--- config.mk ---
export PLATFORM = sky130hd
export DESIGN_NAME = rocketcpu_uart_wbmaster_flat
export DESIGN_NICKNAME = d
export VERILOG_FILES = /design/src/rtl/rocketcpu_uart_wbmaster_if.sv /design/src/rtl/rocketcpu_uart_wbmaster.sv /design/src/flat_wrapper.sv
export SDC_FILE = /design/constraint.sdc
export NUM_CORES = 1
export LEC_CHECK = 0
export ABC_CLOCK_PERIOD_IN_PS = 2000
export CAP_MARGIN = 20
export CORE_MARGIN = 1
export CORE_UTILIZATION = 49
export DETAILED_ROUTE_END_ITERATION = 12
export GPL_TIMING_DRIVEN = 0
export PLACE_DENSITY = 0.77
export SYNTH_ARGS = -nofsm -noshare
export SYNTH_HDL_FRONTEND = slang
export SYNTH_SLANG_ARGS = --single-unit
--- constraint.sdc ---
create_clock -name i_wb_clk -period 2 [get_ports i_wb_clk]
set_input_delay 0.2 -clock i_wb_clk [delete_from_list [all_inputs] [get_ports i_wb_clk]]
set_output_delay 0.2 -clock i_wb_clk [all_outputs]
set_load 0.005 [all_outputs]
--- src/rtl/rocketcpu_uart_wbmaster_if.sv ---
// Wishbone initiator-side bundle for the serial debug bridge.
// The master drives address/data/strobes and the slave answers with read data and ack.
interface rocketcpu_uart_wbmaster_if;
    logic [31:0] o_wb_adr;
    logic [31:0] o_wb_dat;
    logic [3:0]  o_wb_sel;
    logic        o_wb_we;
    logic        o_wb_cyc;
    logic [31:0] i_wb_rdt;
    logic        i_wb_ack;

    modport master (
        output o_wb_adr, o_wb_dat, o_wb_sel, o_wb_we, o_wb_cyc,
        input  i_wb_rdt, i_wb_ack
    );

    modport slave (
        input  o_wb_adr, o_wb_dat, o_wb_sel, o_wb_we, o_wb_cyc,
        output i_wb_rdt, i_wb_ack
    );
endinterface

--- src/rtl/rocketcpu_uart_wbmaster.sv ---
// Serial-to-Wishbone debug bridge: 8N1 command frames in, a single 32-bit bus cycle,
// then a status byte or four read-data bytes back out on the serial line.
module rocketcpu_uart_wbmaster #(
    parameter int CLKDIV  = 104,
    parameter int TIMEOUT = 1024
) (
    input  logic i_wb_clk,
    input  logic resetn,
    input  logic ser_rx,
    output logic ser_tx,
    output logic o_busy,
    rocketcpu_uart_wbmaster_if.master wb
);
    localparam int CW = $clog2(CLKDIV);
    localparam int TW = $clog2(TIMEOUT);
    localparam logic [CW-1:0] BIT_LAST  = CW'(CLKDIV - 1);
    localparam logic [CW-1:0] HALF_LAST = CW'(CLKDIV / 2 - 1);
    localparam logic [TW-1:0] TO_LAST   = TW'(TIMEOUT - 1);

    typedef enum logic [2:0] {IDLE, ADDR, DATA, BUS, RESP} state_t;

    logic [1:0]    rxSync_q;
    logic          rxPrev_q;
    logic          rxBusy_q;
    logic [CW-1:0] rxCnt_q;
    logic [3:0]    rxBit_q;
    logic [7:0]    rxShift_q;
    logic          rxValid_q;
    logic [7:0]    rxByte_q;

    state_t        state_q;
    logic          isWrite_q;
    logic          wbWe_q;
    logic          cyc_q;
    logic [3:0]    sel_q;
    logic [31:0]   adr_q;
    logic [31:0]   dat_q;
    logic [1:0]    byteCnt_q;
    logic [TW-1:0] toCnt_q;
    logic [31:0]   resp_q;
    logic [1:0]    respLeft_q;
    logic [9:0]    txFrame_q;
    logic [CW-1:0] txCnt_q;
    logic [3:0]    txBit_q;

    // Receiver: start bit re-checked at mid-bit so short glitches are dropped; bad stop bits discard the byte.
    always_ff @(posedge i_wb_clk) begin
        if (!resetn) begin
            rxSync_q  <= 2'b11;
            rxPrev_q  <= 1'b1;
            rxBusy_q  <= 1'b0;
            rxCnt_q   <= '0;
            rxBit_q   <= '0;
            rxShift_q <= '0;
            rxValid_q <= 1'b0;
            rxByte_q  <= '0;
        end else begin
            rxSync_q  <= {rxSync_q[0], ser_rx};
            rxPrev_q  <= rxSync_q[1];
            rxValid_q <= 1'b0;
            if (!rxBusy_q) begin
                if (rxPrev_q && !rxSync_q[1]) begin
                    rxBusy_q <= 1'b1;
                    rxCnt_q  <= HALF_LAST;
                    rxBit_q  <= '0;
                end
            end else if (rxCnt_q != '0) begin
                rxCnt_q <= rxCnt_q - 1'b1;
            end else begin
                rxCnt_q <= BIT_LAST;
                if (rxBit_q == 4'd0) begin
                    if (rxSync_q[1]) rxBusy_q <= 1'b0;
                    else             rxBit_q  <= 4'd1;
                end else if (rxBit_q == 4'd9) begin
                    rxBusy_q <= 1'b0;
                    if (rxSync_q[1]) begin
                        rxValid_q <= 1'b1;
                        rxByte_q  <= rxShift_q;
                    end
                end else begin
                    rxShift_q <= {rxSync_q[1], rxShift_q[7:1]};
                    rxBit_q   <= rxBit_q + 1'b1;
                end
            end
        end
    end

    always_ff @(posedge i_wb_clk) begin
        if (!resetn) begin
            state_q    <= IDLE;
            isWrite_q  <= 1'b0;
            wbWe_q     <= 1'b0;
            cyc_q      <= 1'b0;
            sel_q      <= '0;
            adr_q      <= '0;
            dat_q      <= '0;
            byteCnt_q  <= '0;
            toCnt_q    <= '0;
            resp_q     <= '0;
            respLeft_q <= '0;
            txFrame_q  <= '1;
            txCnt_q    <= '0;
            txBit_q    <= '0;
        end else begin
            case (state_q)
                IDLE: begin
                    if (rxValid_q && (rxByte_q == 8'h57 || rxByte_q == 8'h52)) begin
                        isWrite_q <= (rxByte_q == 8'h57);
                        byteCnt_q <= '0;
                        state_q   <= ADDR;
                    end
                end
                ADDR: begin
                    if (rxValid_q) begin
                        adr_q     <= {adr_q[23:0], rxByte_q};
                        byteCnt_q <= byteCnt_q + 1'b1;
                        if (byteCnt_q == 2'd3) begin
                            if (isWrite_q) begin
                                state_q <= DATA;
                            end else begin
                                state_q <= BUS;
                                cyc_q   <= 1'b1;
                                sel_q   <= 4'hF;
                                wbWe_q  <= 1'b0;
                                toCnt_q <= '0;
                            end
                        end
                    end
                end
                DATA: begin
                    if (rxValid_q) begin
                        dat_q     <= {dat_q[23:0], rxByte_q};
                        byteCnt_q <= byteCnt_q + 1'b1;
                        if (byteCnt_q == 2'd3) begin
                            state_q <= BUS;
                            cyc_q   <= 1'b1;
                            sel_q   <= 4'hF;
                            wbWe_q  <= 1'b1;
                            toCnt_q <= '0;
                        end
                    end
                end
                // Ack is tested before the timeout so a same-edge collision reports success.
                BUS: begin
                    if (wb.i_wb_ack || toCnt_q == TO_LAST) begin
                        cyc_q   <= 1'b0;
                        sel_q   <= '0;
                        wbWe_q  <= 1'b0;
                        txCnt_q <= BIT_LAST;
                        txBit_q <= '0;
                        state_q <= RESP;
                        if (wb.i_wb_ack && !isWrite_q) begin
                            txFrame_q  <= {1'b1, wb.i_wb_rdt[31:24], 1'b0};
                            resp_q     <= {wb.i_wb_rdt[23:0], 8'h00};
                            respLeft_q <= 2'd3;
                        end else begin
                            txFrame_q  <= {1'b1, (wb.i_wb_ack ? 8'h4B : 8'h45), 1'b0};
                            respLeft_q <= '0;
                        end
                    end else begin
                        toCnt_q <= toCnt_q + 1'b1;
                    end
                end
                // The next byte's start bit replaces the stop bit's last cycle boundary, so bytes run back to back.
                RESP: begin
                    if (txCnt_q != '0) begin
                        txCnt_q <= txCnt_q - 1'b1;
                    end else begin
                        txCnt_q <= BIT_LAST;
                        if (txBit_q == 4'd9) begin
                            if (respLeft_q != '0) begin
                                txFrame_q  <= {1'b1, resp_q[31:24], 1'b0};
                                resp_q     <= {resp_q[23:0], 8'h00};
                                respLeft_q <= respLeft_q - 1'b1;
                                txBit_q    <= '0;
                            end else begin
                                state_q <= IDLE;
                            end
                        end else begin
                            txFrame_q <= {1'b1, txFrame_q[9:1]};
                            txBit_q   <= txBit_q + 1'b1;
                        end
                    end
                end
                default: state_q <= IDLE;
            endcase
        end
    end

    assign ser_tx      = txFrame_q[0];
    assign o_busy      = (state_q != IDLE);
    assign wb.o_wb_adr = adr_q;
    assign wb.o_wb_dat = dat_q;
    assign wb.o_wb_sel = sel_q;
    assign wb.o_wb_we  = wbWe_q;
    assign wb.o_wb_cyc = cyc_q;
endmodule

--- src/flat_wrapper.sv ---
// flat-port wrapper written by rule: the top's interface ports become plain ports
module rocketcpu_uart_wbmaster_flat 
#(
    parameter int CLKDIV  = 104,
    parameter int TIMEOUT = 1024
)
  (i_wb_clk, resetn, ser_rx, ser_tx, o_busy, wb_o_wb_adr, wb_o_wb_dat, wb_o_wb_sel, wb_o_wb_we, wb_o_wb_cyc, wb_i_wb_rdt, wb_i_wb_ack);
  rocketcpu_uart_wbmaster_if wb_i ();
  input  logic i_wb_clk;
  input  logic resetn;
  input  logic ser_rx;
  output logic ser_tx;
  output logic o_busy;
  output wire logic [$bits(wb_i.o_wb_adr)-1:0] wb_o_wb_adr;
  output wire logic [$bits(wb_i.o_wb_dat)-1:0] wb_o_wb_dat;
  output wire logic [$bits(wb_i.o_wb_sel)-1:0] wb_o_wb_sel;
  output wire logic [$bits(wb_i.o_wb_we)-1:0] wb_o_wb_we;
  output wire logic [$bits(wb_i.o_wb_cyc)-1:0] wb_o_wb_cyc;
  input wire logic [$bits(wb_i.i_wb_rdt)-1:0] wb_i_wb_rdt;
  input wire logic [$bits(wb_i.i_wb_ack)-1:0] wb_i_wb_ack;
  assign wb_o_wb_adr = wb_i.o_wb_adr;
  assign wb_o_wb_dat = wb_i.o_wb_dat;
  assign wb_o_wb_sel = wb_i.o_wb_sel;
  assign wb_o_wb_we = wb_i.o_wb_we;
  assign wb_o_wb_cyc = wb_i.o_wb_cyc;
  assign wb_i.i_wb_rdt = wb_i_wb_rdt;
  assign wb_i.i_wb_ack = wb_i_wb_ack;
  rocketcpu_uart_wbmaster #(.CLKDIV(CLKDIV), .TIMEOUT(TIMEOUT)) u_core (.i_wb_clk(i_wb_clk), .resetn(resetn), .ser_rx(ser_rx), .ser_tx(ser_tx), .o_busy(o_busy), .wb(wb_i));
endmodule
### Yosys cells after proc, flatten, opt, wreduce, memory -nomap -nowiden

Cells that the tools add are included.

* bitwise logic cells: 5
* mux-type cells: 81
* reduce and logical (&&, ||, !) cells: 33
* $add $sub $neg: 7
* eq/ne operators: 28

Operator list (count)
* 32-bit two-way mux: 5
* 10-bit two-way mux: 10
* 4-bit two-way mux: 16
* 32-bit one-hot mux with 2 select lines: 1
* 7-bit two-way mux: 5
* 10-bit one-hot mux with 3 select lines: 1
* 3-bit two-way mux: 9
* 2-bit by 1-bit inequality test with 1-bit output, second input constant: 10
* 10-bit one-hot mux with 2 select lines: 1
* 1-bit two-way mux: 17
* 8-bit by 7-bit == test with 1-bit output, second input constant: 2
* 3-bit one-hot mux with 5 select lines: 1
* 2-bit two-way mux: 7
* 7-bit one-hot mux with 2 select lines: 1
* 7-bit AND reduction: 2
* 7-bit nonzero test: 2
* 7-bit by 1-bit subtractor with 7-bit output, second input constant: 2
* 4-bit one-hot mux with 3 select lines: 1
* 4-bit AND reduction: 3
* 10-bit by 1-bit adder with 10-bit output, second input constant: 1
* 10-bit == test, second input constant: 1
* 2-bit inequality test, second input constant: 5
* 5-bit AND reduction: 2
* 9-bit two-way mux: 1
* 26 further kinds: 48

* logic and storage cells: 176
* output and inout port bits: 72
* flip-flop bits (word level): 173
* input bits: 36

### Depth between registers and ports, before layout

Gate-level depths: netlist of the first run.

* depth after elaboration: 5
* mapped depth: 8
* depth with buffers taken out: 7

### Worst setup path after synthesis of the first run

OpenSTA, ideal clock, no wires.

* kind: register to register
* start point: register u_core.rxCnt_q[2]
* end point: register u_core.rxBit_q[0]
* setup time: 0.119 ns
* cell stages (with the launch flop): 6
* period minus slack after synthesis: 1.866 ns
* path slack: 0.134 ns
* path buffers: 0
* required time: 1.881 ns
* data arrival time: 1.747 ns
* cells stage by stage: dfxtp_1 > or4_4 > or3b_4 > nor2_2 > a31oi_1 > o221a_2

* word-level cells in the longest chain between the ends: 3

RTL lines
* start: declaration: line rocketcpu_uart_wbmaster.sv:25 `logic [CW-1:0] rxCnt_q;`
* start signal: assignment: line rocketcpu_uart_wbmaster.sv:68 `rxCnt_q <= rxCnt_q - 1'b1;`
* 7-bit nonzero test: line rocketcpu_uart_wbmaster.sv:67 `end else if (rxCnt_q != '0) begin`
* 2-bit inequality test (no source line)
* 4-bit AND reduction (no source line)
* end signal: assignment: line rocketcpu_uart_wbmaster.sv:82 `rxBit_q <= rxBit_q + 1'b1;`
* end: declaration: line rocketcpu_uart_wbmaster.sv:26 `logic [3:0] rxBit_q;`

No other way between the ends.
A chain may end at the register's enable or synchronous reset.

### Worst setup path in the final report of the first run

* start point: register u_core.rxCnt_q[5]
* end point: register u_core.rxBit_q[0]

The elaborated chain is that of the path after synthesis.

==> run metrics, run 1 <==
outcome completed; ant diodes 0; worst min-delay path class input pin to register; Pwr per Cell Area 770 mW/mm2; initial antenna violation count 0; vias post-DR 6543; Synth Area in Simple Gates 23.3%; mux share of post-synthesis cell area 3.60%; Starting Density 50.1%; CTS clock-pin slew for the worst setup and hold paths 0.06 ns; WL per Instance 15.0 um; Worst EP arrival 2.25 ns; ys async rst share 0%; Max Cap Viol 0; number of global-route vias before repair 5922; Worst Hold End u_core.resp_q[14]$_SDFFE_PN0P_; largest family of logic cells by synthesized area simple AND/OR/NAND/NOR gates; Synth Area in XOR/XNOR 0.252%; Worst Hold Depth 3; Highest Clock Rate 516 MHz; hold path startpoint wb_i_wb_rdt[6]; Layout Area Growth over Synthesis 30.7%; die height 121 um; EDFF count, synth 0; Crit. End Element register; number of fill cells in the layout 1162; Fin Hold WS 0.337 ns; WL final 17.7 mm; Final min period 1.94 ns; Sink Count 160; Slew Viols, Final 0; die area 0.0147 mm2; Die X 121 um; hold buffer count at CTS 0; period utilisation layout 96.9%; Fin Setup TNS 0 ns; FF-to-FF Start u_core.rxCnt_q[5]$_SDFFE_PN0P_; Synth cell types 69; CTS tree done; Max-slew headroom 52.8%; Peak VDD IR 638 uV; critical-path maximum fanout 5; final hold vios 0; Overall Global Routing Usage 24.7%; layout cells sized above 1 11.1%; area of the multi-input gates 0.00349 mm2; H-tree depth 4; Leakage 3.41 nW; total grt overflow 0; PortBufs 106; Syn Nets 901; CP Data Required Time 2.32 ns; RR Endpoint u_core.rxBit_q[0]$_SDFFE_PN0P_; Final Setup Violations 0; Syn Inst Count 853; FF+latch count, synth 160; final routed DRC violation total 0; Least-Margin Pin Slew 0.708 ns; R2R depth 5; adder-cell area share of the yosys netlist 2.16%; critical path class register to register; clock root buffer clkbuf_16; cell row count 43; Final Skew 0.00685 ns; syn_area_per_cell 8.15 um2; post-synthesis sequential area ratio 46.1%; most common cell after layout, fill and taps aside nand2_1; commonest register cell after synthesis dfxtp_1; R2R Setup Slk 0.06 ns; unrepaired setup endpoints after global routing true; DRT Pass-1 Iters 7; Top Ports 108; via-per-instance ratio 5.55; clock latency on the worst-skew pair 0.43 ns; most frequent cells in the layout nand2_1, dfxtp_1, a21oi_1, clkdlybuf4s50_1, nor2_1; CTS Buffer Depth 2; DRT antenna net count 0; core area 0.0139 mm2; routability congestion estimate 0.898; Mapped Area 0.00695 mm2; largest net degree at the start of global routing 17; dpl hpwl 12.1 mm; first-pass GRT wire length 28.8 mm; 1st-iter DRT viols 414; cts bufs inserted 17; Net count, final 1035; Sequential Area 0.00321 mm2; Critical Path Source Type register; Yosys warnings 0; compound-cell area share of the yosys netlist 19.9%
==> state kept, by name, indices dropped and copies added (netlist names) <==
signal and cells:
u_core.toCnt_q 10, u_core.rxPrev_q 1, u_core.isWrite_q 1, u_core.wb.o_wb_we 1
u_core.rxShift_q 8, u_core.state_q 3, u_core.txBit_q 4, u_core.byteCnt_q 2
u_core.wb.o_wb_dat 32, u_core.txFrame_q 9, u_core.rxCnt_q 7, u_core.wb.o_wb_sel 1
u_core.rxBusy_q 1, u_core.rxValid_q 1, u_core.resp_q 24, u_core.txCnt_q 7
u_core.rxSync_q 2, u_core.wb.o_wb_adr 32, u_core.respLeft_q 2, u_core.rxByte_q 8
u_core.rxBit_q 4
==> critical path, stage by stage (launching register included) <==
cell	delay (ns)
dfxtp_1	0.34
or4_4	0.57
or3b_4	0.45
nor2_2	0.14
a31oi_1	0.09
o221a_2	0.25
==> cells in the mapped netlist (4+ instances only) <==
master,instances,area (um2)
buf_4,8,60.1
a211oi_1,7,52.6
nand4_1,6,37.5
or4_1,4,30.0
o211ai_1,7,52.6
clkbuf_1,45,169
nor2b_1,7,43.8
buf_2,5,25.0
nor3_1,16,80.1
nand3_1,25,125
o21ai_0,29,145
nand2_1,208,781
a21oi_1,106,531
ha_1,12,150
a311oi_2,10,150
or3_1,5,31.3
nor2_1,67,251
mux2i_1,25,250
dfxtp_1,160,3200
a31oi_1,8,50.1
a211o_1,5,43.8
inv_1,17,63.8
a311oi_1,7,61.3
nand2b_1,7,43.8
==> worst max path at each step <==
stage,depth (start not counted),startpoint,end
2_1_floorplan,5,u_core.rxCnt_q[2]$_SDFFE_PN0P_,u_core.rxBit_q[0]$_SDFFE_PN0P_
3_3_place_gp,5,u_core.state_q[2]$_SDFFE_PN0P_,u_core.resp_q[27]$_SDFFE_PN0P_
3_5_place_dp,7,wb_i_wb_ack,u_core.resp_q[17]$_SDFFE_PN0P_
4_1_cts,9,u_core.txCnt_q[0]$_SDFFE_PN0P_,u_core.resp_q[17]$_SDFFE_PN0P_
5_1_grt,5,u_core.isWrite_q$_SDFFE_PN0P_,u_core.toCnt_q[7]$_SDFFE_PN0P_
6_report,5,u_core.rxCnt_q[5]$_SDFFE_PN0P_,u_core.rxBit_q[0]$_SDFFE_PN0P_
==> repair_timing <==
item                       CTS  global route
buffers inserted             5             6
pin swaps                    3             6
resized for setup           17            40
setup endpoints to repair   57            97
==> power breakdown <==
group          internal [mW]  switching (mW)  leakage (nW)  total, mW
logic                  0.154           0.187          1.82      0.341
registers               3.20          0.0135          1.29       3.22
clock network           2.17            1.26         0.301       3.44
==> per-stage QoR <==
step                instance area [um2]  instances  total power, mW  utilization [%]  worst slack [ns]
CTS                                8970       1173             7.01             64.6           0.00520
floorplan                          6950        853             3.46                -             0.134
finish                             9080       1178             6.99             65.4            0.0615
detailed placement                 8240       1139             3.59             59.3            -0.226
global placement                   8240       1139             3.59             59.3            -0.212
global route                       9080       1178             7.18             65.4           -0.0280
==> layout make-up <==
| type | instances | share of cell area [%] |
|---|---|---|
| multi-input cells | 616 | 38.5 |
| flip-flops and latches | 160 | 35.3 |
| repair buffers | 117 | 12.8 |
| clock buffers | 21 | 5.18 |
| plain buffers | 57 | 3.31 |
| well taps | 180 | 2.48 |
| clock inverters | 9 | 1.74 |
| inverters | 18 | 0.744 |
==> metal layers <==
| layer | track usage, % | routed length [um] | up-vias |
|---|---|---|---|
| met5 | 0 | 0 | - |
| met1 | 32.5 | 8150 | 3065 |
| li1 | - | - | 3243 |
| met3 | 4.89 | 909 | 25 |
| met4 | 9.88 | 330 | 0 |
| met2 | 39.8 | 8280 | 210 |
==> cell families (layout without fill, tap and decap cells) <==
| logic type | Yosys count | in the layout |
|---|---|---|
| simple gates | 367 | 367 |
| flops | 160 | 160 |
| mux | 25 | 25 |
| compound gates | 210 | 210 |
| fa+ha+maj | 12 | 12 |
| buf+inv | 77 | 222 |
| xor+xnor | 2 | 2 |
No activity file was read; power rests on OpenSTA's default activity.
==> run 2, diff against run 1 <==
Settings changed: CAP_MARGIN 20 to default, SLEW_MARGIN from default to 5.
==> results of run 2 <==
No change in the layout: final DEF, timing and power equal those of run 1.
